===== config.mk =====
export PLATFORM = sky130hd
export DESIGN_NAME = mem_access_stage
export DESIGN_NICKNAME = d
export VERILOG_FILES = /design/src/rtl/mem_access_stage.sv
export SDC_FILE = /design/constraint.sdc
export NUM_CORES = 1
export LEC_CHECK = 0
export CAP_MARGIN = 30
export CORE_MARGIN = 1.5
export CORE_UTILIZATION = 41
export CTS_CLUSTER_DIAMETER = 100
export DETAILED_ROUTE_END_ITERATION = 10
export PLACE_DENSITY_LB_ADDON = 0.08
export SETUP_SLACK_MARGIN = 0.05
export SLEW_MARGIN = 20
export SYNTH_ARGS = -nofsm -noshare
export SYNTH_HDL_FRONTEND = slang
export SYNTH_SLANG_ARGS = --single-unit
export TNS_END_PERCENT = 100

===== constraint.sdc =====
create_clock -name clk -period 10.7 [get_ports clk]
set_clock_uncertainty 0.05 [all_clocks]
set_input_delay 2.14 -clock clk [delete_from_list [all_inputs] [get_ports clk]]
set_output_delay 2.14 -clock clk [all_outputs]
set_load 0.05 [all_outputs]

===== src/rtl/mem_access_stage.sv =====
// -----------------------------------------------------------------------------
// mem_access_stage
//   Load/store stage between execute and writeback. Accepts one operation at a
//   time, performs sub-word loads/stores over a req/ack RAM port with a bounded
//   wait, and registers the writeback control that travels with each operation.
//
// Ports
//   clk, rst_n                    clock, asynchronous active-low reset
//   in_valid, addr, data_in       operation from execute (addr = ALU result)
//   MemRead, MemWrite, funct3     command and RISC-V size code
//   in_MemToReg, in_RegWrite,
//   in_RegDataSrc, in_PCSrc,
//   in_RegDest                    writeback control passthrough
//   stall                         upstream holds inputs while high
//   mem_req, mem_we, mem_addr,
//   mem_wdata, mem_wstrb          RAM request (word-aligned, byte strobes)
//   mem_rdata, mem_ack            RAM read data and completion
//   out_valid                     one-cycle pulse per completed operation
//   data_out, out_AluResult       extended load data, registered address
//   out_MemToReg, out_RegWrite,
//   out_RegDataSrc, out_PCSrc,
//   out_RegDest                   registered writeback control
//   misaligned, bus_err           fault flags, valid with out_valid
// -----------------------------------------------------------------------------
module mem_access_stage #(
   parameter int XLEN    = 32,
   parameter int TIMEOUT = 255
) (
   input  logic              clk,
   input  logic              rst_n,
   input  logic              in_valid,
   input  logic [XLEN-1:0]   addr,
   input  logic [XLEN-1:0]   data_in,
   input  logic              MemRead,
   input  logic              MemWrite,
   input  logic [2:0]        funct3,
   input  logic              in_MemToReg,
   input  logic              in_RegWrite,
   input  logic              in_RegDataSrc,
   input  logic              in_PCSrc,
   input  logic [4:0]        in_RegDest,
   output logic              stall,
   output logic              mem_req,
   output logic              mem_we,
   output logic [XLEN-1:0]   mem_addr,
   output logic [XLEN-1:0]   mem_wdata,
   output logic [XLEN/8-1:0] mem_wstrb,
   input  logic [XLEN-1:0]   mem_rdata,
   input  logic              mem_ack,
   output logic              out_valid,
   output logic [XLEN-1:0]   data_out,
   output logic [XLEN-1:0]   out_AluResult,
   output logic              out_MemToReg,
   output logic              out_RegWrite,
   output logic              out_RegDataSrc,
   output logic              out_PCSrc,
   output logic [4:0]        out_RegDest,
   output logic              misaligned,
   output logic              bus_err
);

   localparam int NB   = XLEN / 8;
   localparam int OFFW = $clog2(NB);
   localparam int CNTW = $clog2(TIMEOUT + 1);
   // Control bundle layout: {MemToReg, RegWrite, RegDataSrc, PCSrc, RegDest[4:0]}
   localparam logic [8:0] NO_REGWRITE = 9'h17F;

   typedef enum logic {IDLE, REQ} state_t;

   // funct3 111 never exists; D and WU only exist on a 64-bit datapath.
   function automatic logic illegal_op(input logic [2:0] f);
      return (f == 3'b111) || ((XLEN == 32) && ((f == 3'b011) || (f == 3'b110)));
   endfunction

   function automatic logic misalign(input logic [2:0] f, input logic [OFFW-1:0] off);
      logic r;
      case (f[1:0])
         2'b01:   r = off[0];
         2'b10:   r = (off[1:0] != 2'b00);
         2'b11:   r = (off != '0);
         default: r = 1'b0;
      endcase
      return r;
   endfunction

   function automatic logic [NB-1:0] wstrb_of(input logic [2:0] f, input logic [OFFW-1:0] off);
      logic [NB-1:0] m;
      case (f[1:0])
         2'b00:   m = NB'(1);
         2'b01:   m = NB'(3);
         2'b10:   m = NB'(15);
         default: m = NB'(255);
      endcase
      return m << off;
   endfunction

   // Replicating the low bytes into every lane lets the strobes pick the lane.
   function automatic logic [XLEN-1:0] wdata_of(input logic [2:0] f, input logic [XLEN-1:0] d);
      logic [XLEN-1:0] r;
      case (f[1:0])
         2'b00:   r = {NB{d[7:0]}};
         2'b01:   r = {(NB/2){d[15:0]}};
         2'b10:   r = {(NB/4){d[31:0]}};
         default: r = d;
      endcase
      return r;
   endfunction

   // Size casts of signed operands sign-extend; of unsigned operands zero-extend.
   function automatic logic [XLEN-1:0] load_ext(input logic [2:0] f, input logic [XLEN-1:0] rd,
                                                input logic [OFFW-1:0] off);
      logic [XLEN-1:0]   lane;
      logic signed [7:0]  b;
      logic signed [15:0] h;
      logic signed [31:0] w;
      logic [XLEN-1:0]   r;
      lane = rd >> {off, 3'b000};
      b    = lane[7:0];
      h    = lane[15:0];
      w    = lane[31:0];
      case (f)
         3'b000:  r = XLEN'(b);
         3'b001:  r = XLEN'(h);
         3'b010:  r = XLEN'(w);
         3'b100:  r = XLEN'(lane[7:0]);
         3'b101:  r = XLEN'(lane[15:0]);
         3'b110:  r = XLEN'(lane[31:0]);
         default: r = lane;
      endcase
      return r;
   endfunction

   state_t           state_q, state_d;
   logic [CNTW-1:0]  cnt_q, cnt_d;
   logic             ov_q, ov_d;
   logic [XLEN-1:0]  dout_q, dout_d;
   logic [XLEN-1:0]  alu_q, alu_d;
   logic [8:0]       octl_q, octl_d;
   logic             mis_q, mis_d;
   logic             berr_q, berr_d;
   logic             cap;

   logic [XLEN-1:0]  op_addr_q;
   logic [2:0]       op_f3_q;
   logic             op_we_q;
   logic [XLEN-1:0]  op_wdata_q;
   logic [NB-1:0]    op_wstrb_q;
   logic [8:0]       op_ctl_q;

   logic [8:0]       in_ctl;
   logic             is_mem;
   logic             fault;

   assign in_ctl = {in_MemToReg, in_RegWrite, in_RegDataSrc, in_PCSrc, in_RegDest};
   assign is_mem = MemRead | MemWrite;
   assign fault  = illegal_op(funct3) | misalign(funct3, addr[OFFW-1:0]);

   always_comb begin
      state_d = state_q;
      cnt_d   = cnt_q;
      ov_d    = 1'b0;
      dout_d  = dout_q;
      alu_d   = alu_q;
      octl_d  = octl_q;
      mis_d   = mis_q;
      berr_d  = berr_q;
      cap     = 1'b0;
      case (state_q)
         // Accept boundary: operation enters the stage
         IDLE: begin
            if (in_valid) begin
               cap = 1'b1;
               if (!is_mem) begin
                  ov_d   = 1'b1;
                  dout_d = '0;
                  alu_d  = addr;
                  octl_d = in_ctl;
                  mis_d  = 1'b0;
                  berr_d = 1'b0;
               end else if (fault) begin
                  ov_d   = 1'b1;
                  dout_d = '0;
                  alu_d  = addr;
                  octl_d = in_ctl & NO_REGWRITE;
                  mis_d  = 1'b1;
                  berr_d = 1'b0;
               end else begin
                  state_d = REQ;
                  cnt_d   = '0;
               end
            end
         end
         // Completion boundary: RAM answers or the wait budget runs out
         REQ: begin
            if (mem_ack) begin
               state_d = IDLE;
               cnt_d   = '0;
               ov_d    = 1'b1;
               dout_d  = op_we_q ? '0 : load_ext(op_f3_q, mem_rdata, op_addr_q[OFFW-1:0]);
               alu_d   = op_addr_q;
               octl_d  = op_ctl_q;
               mis_d   = 1'b0;
               berr_d  = 1'b0;
            end else if (cnt_q == CNTW'(TIMEOUT - 1)) begin
               state_d = IDLE;
               cnt_d   = '0;
               ov_d    = 1'b1;
               dout_d  = '0;
               alu_d   = op_addr_q;
               octl_d  = op_ctl_q & NO_REGWRITE;
               mis_d   = 1'b0;
               berr_d  = 1'b1;
            end else begin
               cnt_d = cnt_q + 1'b1;
            end
         end
         default: state_d = IDLE;
      endcase
   end

   always_ff @(posedge clk or negedge rst_n) begin
      if (!rst_n) begin
         state_q <= IDLE;
         cnt_q   <= '0;
         ov_q    <= 1'b0;
         dout_q  <= '0;
         alu_q   <= '0;
         octl_q  <= '0;
         mis_q   <= 1'b0;
         berr_q  <= 1'b0;
      end else begin
         state_q <= state_d;
         cnt_q   <= cnt_d;
         ov_q    <= ov_d;
         dout_q  <= dout_d;
         alu_q   <= alu_d;
         octl_q  <= octl_d;
         mis_q   <= mis_d;
         berr_q  <= berr_d;
      end
   end

   // Operation holding registers: only observed while a request is in flight.
   always_ff @(posedge clk) begin
      if (cap) begin
         op_addr_q  <= addr;
         op_f3_q    <= funct3;
         op_we_q    <= MemWrite & ~MemRead;
         op_wdata_q <= wdata_of(funct3, data_in);
         op_wstrb_q <= wstrb_of(funct3, addr[OFFW-1:0]);
         op_ctl_q   <= in_ctl;
      end
   end

   assign stall     = (state_q == REQ);
   assign mem_req   = (state_q == REQ);
   assign mem_we    = mem_req & op_we_q;
   assign mem_addr  = mem_req ? {op_addr_q[XLEN-1:OFFW], OFFW'(0)} : '0;
   assign mem_wdata = mem_we ? op_wdata_q : '0;
   assign mem_wstrb = mem_we ? op_wstrb_q : '0;

   assign out_valid      = ov_q;
   assign data_out       = dout_q;
   assign out_AluResult  = alu_q;
   assign out_MemToReg   = octl_q[8];
   assign out_RegWrite   = octl_q[7];
   assign out_RegDataSrc = octl_q[6];
   assign out_PCSrc      = octl_q[5];
   assign out_RegDest    = octl_q[4:0];
   assign misaligned     = mis_q;
   assign bus_err        = berr_q;

endmodule


Word level (Yosys, flattened, before mapping)
Index checks and enable logic that the tools add are counted.

Input bits: 114. Flip-flop bits (word level): 166.

Muxes and demuxes: 59. $add $sub $neg: 1. Reductions and logical operators: 8. Shift operators: 2. Equal/unequal tests: 15. Bitwise operators: 6.

Operators by type and width (count): two-way mux 32 bit (13); case mux 32 bit (2 select lines) (3); case mux 32 bit (4 select lines) (1); two-way mux 9 bit (5); two-way mux 8 bit (5); right shift 32 x 5 -> 32 bit (1); two-way mux 1 bit (22); case mux 9 bit (2 select lines) (1); case mux 8 bit (2 select lines) (1); equality test 3 bit, second input constant (4); case mux 1 bit (2 select lines) (5); adder 8 x 1 -> 8 bit, second input constant (1); equality test 8 bit, second input constant (1); two-way mux 4 bit (2); case mux 4 bit (2 select lines) (1); != test 2 bit, second input constant (3); AND reduction 3 bit (2); equality test 2 bit, second input constant (2); left shift 4 x 2 -> 4 bit (1); equality test 3 x 1 -> 1 bit, second input constant (1); equality test 3 x 2 -> 1 bit, second input constant (1); zero test 3 bit (1); != test 3 x 2 -> 1 bit, second input constant (1); != test 3 bit, second input constant (1); 8 further kinds (12).

Depth between registers and ports, before layout
Gate-level depths: netlist of the first run.

Depth in word-level cells: 8. Depth in mapped cells: 8. Gate-level depth less buffers: 6.

Least setup slack after synthesis of the first run
OpenSTA, ideal clock, no wires.

Kind: input to register. Start: input in_valid. End: register dout_q[22] (netlist: data_out[22]). Setup slack: 3551 ps. Arrival: 6975 ps. Data required time: 10526 ps. Buffers on the path: 2. Cell stages on the path: 6. Cells stage by stage: nor2b_1 -> a21boi_2 -> nor2_2 -> buf_4 -> buf_6 -> a211o_1.

Longest elaborated chain between the ends: 2.

RTL lines: start: declaration (line 31) `input logic in_valid,`; != test 2 bit (no source line); AND reduction 3 bit (no source line); end signal: assignment (line 235) `dout_q <= dout_d;`; end: declaration (line 136) `logic [XLEN-1:0] dout_q, dout_d;`.

No other way between the ends. A chain may end at the register's enable or synchronous reset.

Worst setup path in the final report of the first run
Start: register state_q (netlist: mem_req). End: output mem_wstrb[2].

Longest elaborated chain between the ends: 2.

RTL lines: start: declaration (line 133) `state_t state_q, state_d;`; start signal: assignment (line 232) `state_q <= state_d;`; AND 1 bit (line 257) `assign mem_we = mem_req & op_we_q;`; two-way mux 4 bit (line 260) `assign mem_wstrb = mem_we ? op_wstrb_q : '0;`; end: declaration (line 47) `output logic [XLEN/8-1:0] mem_wstrb,`.

No other way between the ends.

==> impl_metrics.csv, run 1 <==
group,metric,value,unit
setup_path,slowest_stage,"clkdlybuf4s50_1",
placement,hpwl,14.88,mm
yosys,synth_edf_count,81,
yosys,synthCells,606,
final_layout,area_growth,42.72,%
setup_path,crit_fanout,59,
grt,grt_usage,22.15,%
timing,tightest_slew,0.8192,ns
die,dieArea,19590,µm²
die,chipWidth,140.0,µm
clock_network,cts_resized,0,
routing,antenna_left,0,
pwr,leakagePower,4.420,nW
routing,route.detailed.drc,0,
timing,slew_headroom,45.39,%
timing,hold_viol,0,
clock_network,post_cts_buffers,0,
clock_network,cts.hold.buffers_added,0,
timing,finalCriticalPeriod,5.105,ns
yosys,synthFlopType,"dfrtp_1",
yosys,syn-mean-instance-area,12.69,µm²
yosys,yosysSeqAreaShare,59.28,%
clock_network,root_buffer,"clkbuf_16",
final_layout,post-route-util,60.28,%
die,rows,49,
die,start_util,42.24,%
pwr,irDropWorstVdd,197.9,µV
placement,gp_congestion,0.8368,
timing,fmax,195.9,MHz
yosys,yosysUniqueCellTypes,48,
routing,num_vias,5871,
grt,grt_pass1_vias,6072,
final_layout,antenna_cells,0,
setup_path,cp-start-kind,"flip-flop",
placement,port_buffers,258,
clock_network,cts_tree,"done",
setup_path,cp.required,8.51,ns
clock_network,clkSinkCount,166,
clock_network,clk_latency,0.43,ns
placement,placed_area,10430,µm²
timing,setup_viol,0,
routing,wl,21.55,mm
timing,min_period_over_period,47.71,%
die,fp.dieH,140.0,µm
timing,rsz0062_at_grt,"false",
pwr,p_per_area,272.1,nW/µm²
yosys,synth.largest_area_cell,"edfxtp_1",
setup_path,crit_type,"reg -> out",
min_path,hold_class,"reg -> reg",
clock_network,clk_path_buf_depth,2,
run_status,run_status,"finished clean",
final_layout,fin_area,10980,µm²
yosys,synthTopCellsByArea,"edfxtp_1, dfrtp_1, mux2_2, mux2i_1, o31a_1",
setup_path,path_cells,"buf_4 -> and3_1 -> clkdlybuf4s50_1",
routing,wl_per_cell,19.79,µm
yosys,synth_seq_cells,166,
final_layout,drive_gt1_share,9.884,%
yosys,syn_area,7691,µm²
final_layout,fin_nets,963,
setup_path,cp-end-kind,"output port",
routing,firstDrtPassIters,5,
die,core_area,18210,µm²
setup_path,cpPeakStageDelay,0.84,ns
clock_network,clkTransAtPathRegs,0.06,ns
timing,holdWs,0.4367,ns
clock_network,h-tree-depth,4,
yosys,synth.top_cell.area_share,31.63,%
timing,slew_viol_final,0,
grt,grt_max_degree,68,
grt,grt_pass1_wl,33.31,mm
clock_network,cts_buffers,17,
grt,overflow,0,
routing,drt_iter0_drc,362,
routing,via_per_inst,5.391,
job,cap_violations,0,
die,io_pins,261,
pwr,finalPower,2.987,mW
setup_path,cp.arrival,2.91,ns
timing,final.setup.tns,0,ns
grt,antenna_found_initial,1,
yosys,synthArstFlopShare,51.20,%
yosys,yosysWarnings,0,
-- layout make-up --
cell class | instances | area, µm²
clock inverters | 8 | 77.57
well taps | 229 | 286.5
inverters | 5 | 18.77
repair buffers | 269 | 2690
clock buffers | 24 | 451.7
fillers | 1459 | 7232
flip-flops and latches | 166 | 4563
multi-input cells | 388 | 2889
-- through the flow --
stage,cells,setup slack (ns)
finish,1089,5.595
global route,1089,5.404
CTS,1088,5.553
detailed placement,1056,5.423
global placement,1054,5.205
floorplan,607,3.551
-- worst max-delay path, delay by kind of cell, from the launching register on --
family	cells	cell delay (ns)
and+or+nand+nor	1	0.25
buffers and inverters	2	1.42
DFF	1	0.76
-- where the power goes --
group	switching [mW]	total, mW	leakage (nW)	internal (mW)
clock	0.243	0.563	0.260	0.320
sequential	0.113	0.967	1.83	0.854
combinational	0.937	1.46	2.33	0.519
total	1.29	2.99	4.42	1.69
-- flip-flops by register name (all words and copies together), names as in the netlist --
register / count
bus_err: 1
op_we_q: 1
mem_req: 1
misaligned: 1
op_wdata_q: 32
op_addr_q: 32
op_f3_q: 3
op_wstrb_q: 4
out_AluResult: 32
cnt_q: 8
op_ctl_q: 9
octl_q: 9
out_valid: 1
data_out: 32
-- cells by family after synthesis --
logic type | synth area share, %
adder cells (fa/ha/maj) | 0.3253
AND/OR/NAND/NOR | 14.67
flip-flops | 59.28
XOR/XNOR | 0.1139
buffers and inverters | 3.367
multiplexers | 9.647
other | 0.04876
AO/OA/AOI/OAI | 12.54
-- layer usage --
layer / part of all wire (%) / global-route usage (%) / up-vias / wire length [µm]
met5: 0.060 / 0 / - / 13
met4: 1.8 / 7.147 / 2 / 380
met3: 6.6 / 6.154 / 28 / 1425
met2: 51 / 37.73 / 200 / 11020
met1: 40 / 27.39 / 2896 / 8710
li1: - / - / 2745 / -
-- synthesized netlist by cell type (2+ instances only) --
master	count
mux2_2	39
a32o_1	8
a21o_1	4
a221o_1	8
a31oi_1	2
and3_1	37
inv_1	5
nor2_1	16
nor3_1	2
or3_1	32
and4_1	2
and2_1	32
nand3b_1	2
edfxtp_1	81
ha_1	2
clkbuf_1	29
buf_6	4
nand2_1	20
a211o_1	15
dfrtp_1	85
nor2b_1	41
buf_4	5
a22o_1	10
o31a_1	30
o21ai_0	23
mux2i_1	28
buf_2	8
nand2b_1	5
nand3_1	2
a21oi_1	11
-- placed cells by master (no fill, tap or decap), drive strengths merged, types with 17 or more instances in the layout --
cell type      count
and2              32
clkbuf            24
nor2b             41
clkdlybuf4s50    257
nor2              17
dfrtp             85
and3              37
mux2i             28
mux2              39
edfxtp            81
or3               32
o31a              30
o21ai             23
nand2             20
-- worst paths after layout --
kind                       depth (start not counted)         start                to  slack (ns)
setup / recovery                                   3       mem_req      mem_wstrb[2]        5.60
hold / removal                                     1  data_out[19]      data_out[19]        0.44
setup reg to reg                                   8       mem_req         octl_q[6]        6.77
hold reg to reg                                    1  data_out[19]      data_out[19]        0.44
max in group asynchronous                          2         rst_n  out_AluResult[0]        7.92
min in group asynchronous                          1         rst_n  out_AluResult[5]        1.60
Note: power is estimated with default switching activity, not from simulation.
==> run 2: changes to the inputs <==
==> constraint.sdc (replaced) <==
create_clock -name clk -period 5.2 [get_ports clk]
set_clock_uncertainty 0.05 [all_clocks]
set_input_delay 1.04 -clock clk [delete_from_list [all_inputs] [get_ports clk]]
set_output_delay 1.04 -clock clk [all_outputs]
set_load 0.05 [all_outputs]
==> run 2 against run 1 <==
  * Count of clock-buffer cells in the layout shrank 5
  * Clock power rose by 140%
  * Worst setup slack worse by 4.0 ns
  * Sequential share of layout area shrank 0.69 points
  * Sequential power is 100% higher
  * Critical path depth did not move
  * Critical endpoint is now mem_wdata[10]
==> impl_metrics.csv, run 2 (synthesized netlist as in run 1, its figures left out) <==
group,metric,value,unit
clock_network,clk_path_buf_depth,2,
grt,grt_usage,21.74,%
final_layout,fin_nets,965,
routing,via_per_inst,5.331,
timing,finalCriticalPeriod,3.628,ns
setup_path,crit_type,"reg -> out",
final_layout,final-seq-area,4563,µm²
placement,pre_cts_ws,1.347,ns
setup_path,crit_fanout,81,
routing,wl,21.04,mm
grt,overflow,0,
clock_network,root_buffer,"clkbuf_16",
routing,wl_per_cell,19.25,µm
grt,antenna_found_initial,3,
die,core_area,18210,µm²
setup_path,cp-start-kind,"flip-flop",
placement,placed_area,10480,µm²
timing,final.setup.tns,0,ns
timing,fmax,275.6,MHz
die,start_util,42.24,%
routing,firstDrtPassIters,4,
die,fp.dieH,140.0,µm
clock_network,cts_buffers,17,
final_layout,final_cell_mix,"clkdlybuf4s50_1, dfrtp_1, edfxtp_1",
timing,slew_headroom,42.06,%
clock_network,clk_latency,0.42,ns
clock_network,post_cts_buffers,0,
timing,rsz0062_at_grt,"false",
placement,gp_congestion,0.8409,
placement,port_buffers,258,
timing,tightest_slew,0.8650,ns
setup_path,cp.arrival,2.54,ns
grt,grt_pass1_vias,5951,
routing,drt_iter0_drc,367,
pwr,p_per_area,570.6,nW/µm²
pwr,leakagePower,4.492,nW
timing,hold_viol,0,
die,dieArea,19590,µm²
final_layout,drive_gt1_share,10.79,%
final_layout,fin_area,11160,µm²
run_status,run_status,"finished clean",
timing,holdWs,0.4377,ns
timing,min_period_over_period,69.78,%
job,cap_violations,0,
grt,grt_max_degree,82,
setup_path,cp.required,4.11,ns
final_layout,area_growth,45.13,%
clock_network,cts_tree,"done",
routing,antenna_left,0,
min_path,hold_class,"reg -> reg",
setup_path,path_cells,"buf_16 -> and3_1 -> clkdlybuf4s50_1",
die,io_pins,261,
final_layout,final.fill_count,1436,
timing,slew_viol_final,0,
final_layout,multiInputGateArea,2889,µm²
routing,route.detailed.drc,0,
setup_path,cp-end-kind,"output port",
setup_path,slowest_stage,"clkdlybuf4s50_1",
die,rows,49,
final_layout,final_common_cell,"clkdlybuf4s50_1",
placement,hpwl,14.72,mm
pwr,irDropWorstVdd,348.9,µV
die,chipWidth,140.0,µm
clock_network,clkTransAtPathRegs,0.06,ns
clock_network,clkSinkCount,166,
clock_network,cts.hold.buffers_added,0,
clock_network,h-tree-depth,4,
setup_path,cpPeakStageDelay,0.83,ns
routing,num_vias,5827,
timing,setup_viol,0,
clock_network,cts_resized,0,
timing,fin_ws,1.572,ns
grt,grt_pass1_wl,32.98,mm
-- run 2: layout make-up --
class	count	area share, %
Sequential cell	166	40.88
Multi-Input combinational cell	388	25.88
Timing Repair Buffer	271	24.71
Clock buffer	19	4.260
Tap cell	229	2.567
Clock inverter	13	1.491
Inverter	5	0.1681
Antenna cell	2	0.04484
-- run 2: path summary, 6_finish.rpt --
path | from | to | slack [ns] | cells past startpoint
setup / recovery | mem_req | mem_wdata[10] | 1.57 | 3
hold / removal | data_out[20] | data_out[20] | 0.44 | 1
setup reg to reg | mem_req | octl_q[2] | 2.60 | 7
hold reg to reg | data_out[20] | data_out[20] | 0.44 | 1
max in group asynchronous | rst_n | data_out[26] | 3.55 | 2
min in group asynchronous | rst_n | out_AluResult[6] | 0.59 | 1
-- run 2: per-stage QoR --
stage	utilization [%]	cells	power [mW]
after floorplan	-	607	3.974
after global placement	57.17	1054	4.964
after detailed placement	57.56	1057	5.046
after CTS	61.08	1089	6.408
after global routing	61.29	1092	6.634
final	61.30	1093	6.369
-- run 2: layer usage --
metal	up-vias	track usage (%)	share of wire (%)	wire length, µm
met4	2	7.258	1.8	384
met2	214	35.64	49	10390
met5	-	0	0.081	17
met3	27	6.769	7.3	1542
li1	2745	-	-	-
met1	2839	27.49	41	8700
-- run 2: where the power goes --
group | internal [mW] | switching [mW]
Sequential | 1.76 | 0.209
Combinational | 1.10 | 1.95
Clock | 0.818 | 0.532
-- run 2: critical path, delay by kind of cell, from the launching register on --
family / cells / cell delay (ns)
buffers and inverters: 2 / 1.15
DFF: 1 / 0.67
and+or+nand+nor: 1 / 0.23
==> run 3: changes to the inputs <==
==> constraint.sdc (replaced) <==
create_clock -name clk -period 3.4 [get_ports clk]
set_clock_uncertainty 0.05 [all_clocks]
set_input_delay 0.68 -clock clk [delete_from_list [all_inputs] [get_ports clk]]
set_output_delay 0.68 -clock clk [all_outputs]
set_load 0.05 [all_outputs]
==> run 3 against run 2 <==
  * First-iteration DRC count down 13%
  * Count of clock-buffer cells in the layout up 5
  * Highest routed layer is now met4
  * Die area unchanged
  * Non-clock buffer count up 10
  * Register-to-register slack worse by 1.6 ns
  * Hold slack worse by 0.22 ns
  * Sequential cell count unchanged
  * Power up 50%
  * Largest power group unchanged
  * Sequential share of layout area up 0.15 points
  * Utilization down 0.22 points
==> impl_metrics.csv, run 3 (synthesized netlist as in run 1, its figures left out) <==
group,metric,value,unit
run_status,run_status,"finished clean",
pwr,clkPwrFrac,19.3,%
die,io_pins,261,
grt,met2_usage,38.52,%
clock_network,cts_tree,"done",
placement,port_buffers,258,
final_layout,final_cells,1102,
final_layout,post-route-util,61.08,%
pwr,p_switching,4.092,mW
timing,slew_headroom,44.07,%
routing,wl_per_cell,19.64,µm
clock_network,clkSinkCount,166,
clock_network,cts_buffers,17,
timing,final.setup.tns,0,ns
pwr,swShare,42.76,%
clock_network,clk_latency,0.43,ns
final_layout,final_cell_mix,"clkdlybuf4s50_1, dfrtp_1, edfxtp_1",
pwr,seq_power_share,31.4,%
min_path,hold_class,"in -> async",
pwr,p_int,5.478,mW
die,rows,49,
routing,wl,21.64,mm
pwr,leakagePower,4.502,nW
final_layout,fin_area,11120,µm²
clock_network,cts_resized,0,
pwr,pwr-share-comb,49.3,%
pwr,finalPower,9.570,mW
pwr,p_per_area,860.5,nW/µm²
timing,hold_viol,0,
die,fp.dieH,140.0,µm
timing,finalCriticalPeriod,3.101,ns
clock_network,post_cts_buffers,0,
grt,grt_pass1_wl,34.18,mm
routing,num_vias,5954,
timing,rsz0062_at_grt,"false",
timing,slew_viol_final,0,
die,chipWidth,140.0,µm
grt,use_met3,7.179,%
job,cap_violations,0,
timing,tightest_slew,0.8351,ns
clock_network,cts.hold.buffers_added,0,
placement,gp_congestion,0.8583,
grt,grt_util_met1,26.47,%
setup_path,crit_fanout,31,
placement,hpwl,15.41,mm
grt,antenna_found_initial,1,
setup_path,crit_type,"reg -> out",
routing,drt_iter0_drc,319,
final_layout,area_growth,44.61,%
routing,via_per_inst,5.403,
final_layout,fin_nets,975,
clock_network,clk_path_buf_depth,2,
timing,min_period_over_period,91.20,%
pwr,irDropWorstVdd,502.2,µV
placement,placed_cells,1069,
routing,route.detailed.drc,0,
grt,grt_max_degree,51,
final_layout,drive_gt1_share,11.35,%
setup_path,cp-end-kind,"output port",
die,start_util,42.24,%
routing,antenna_left,0,
die,dieArea,19590,µm²
die,core_area,18210,µm²
final_layout,final_common_cell,"clkdlybuf4s50_1",
grt,grt_pass1_vias,6366,
grt,grt_most_used_layer,"met2",
setup_path,cp.required,2.67,ns
timing,setup_viol,0,
clock_network,root_buffer,"clkbuf_16",
grt,overflow,0,
clock_network,h-tree-depth,4,
setup_path,cp.arrival,2.37,ns
placement,placed_area,10560,µm²
timing,fmax,322.5,MHz
setup_path,cp-start-kind,"flip-flop",
routing,firstDrtPassIters,4,
clock_network,clkTransAtPathRegs,0.06,ns
grt,grt_usage,22.48,%
[run 3: cell count changes in the layout (fill, tap and decap cells not counted), moves of 2 or more]
cell	change
buf_4	+13
buf_8	-2
bufinv_16	-2
clkbuf_1	+4
clkbuf_8	+2
clkinv_2	+2
clkinvlp_4	-3
inv_6	-2
[run 3: path summary, 6_finish.rpt]
kind | from | endpoint | slack [ns] | depth (start not counted)
worst max-delay path | mem_req | mem_addr[20] | 0.30 | 3
worst min-delay path | rst_n | out_AluResult[4] | 0.22 | 1
worst max register to register | mem_req | data_out[27] | 0.98 | 6
worst min register to register | data_out[21] | data_out[21] | 0.44 | 1
max in group asynchronous | rst_n | octl_q[3] | 2.32 | 2
min in group clk | data_out[21] | data_out[21] | 0.44 | 1
[run 3: per-layer routing]
layer,wire (µm),part of all wire (%)
met1,8824,41
met2,10960,51
met3,1405,6.5
met4,454,2.1
met5,0,0
[run 3: cell type report]
class	instances	area (µm²)
Clock buffer	24	493.0
Multi-Input combinational cell	388	2889
Inverter	5	18.77
Clock inverter	8	71.32
Antenna cell	1	2.502
Sequential cell	166	4563
Timing Repair Buffer	281	2798
Tap cell	229	286.5
Fill cell	1477	7087
[run 3: stage by stage]
| step | setup WS, ns | hold slack (ns) |
|---|---|---|
| after floorplan | 0.2257 | 0.3344 |
| after global placement | 0.5042 | 0.4273 |
| after detailed placement | 0.4379 | 0.4314 |
| after CTS | 0.2531 | 0.2436 |
| after global routing | 0.1945 | 0.2674 |
| final | 0.2993 | 0.2215 |
[run 3: worst max-delay path, cell delays in order (launching register included)]
cell and delay (ns):
dfrtp_4 0.63, buf_4 0.29, and2_1 0.20, clkdlybuf4s50_1 0.81
[run 3: power by group through the flow]
stage / combinational, mW / clock [mW] / sequential, mW
floorplan: 1.86 / 0 / 4.21
global placement: 4.65 / 0 / 3.03
detailed placement: 4.74 / 0 / 3.04
CTS: 4.76 / 1.89 / 3.01
global route: 4.94 / 1.96 / 3.07
finish: 4.72 / 1.85 / 3.00
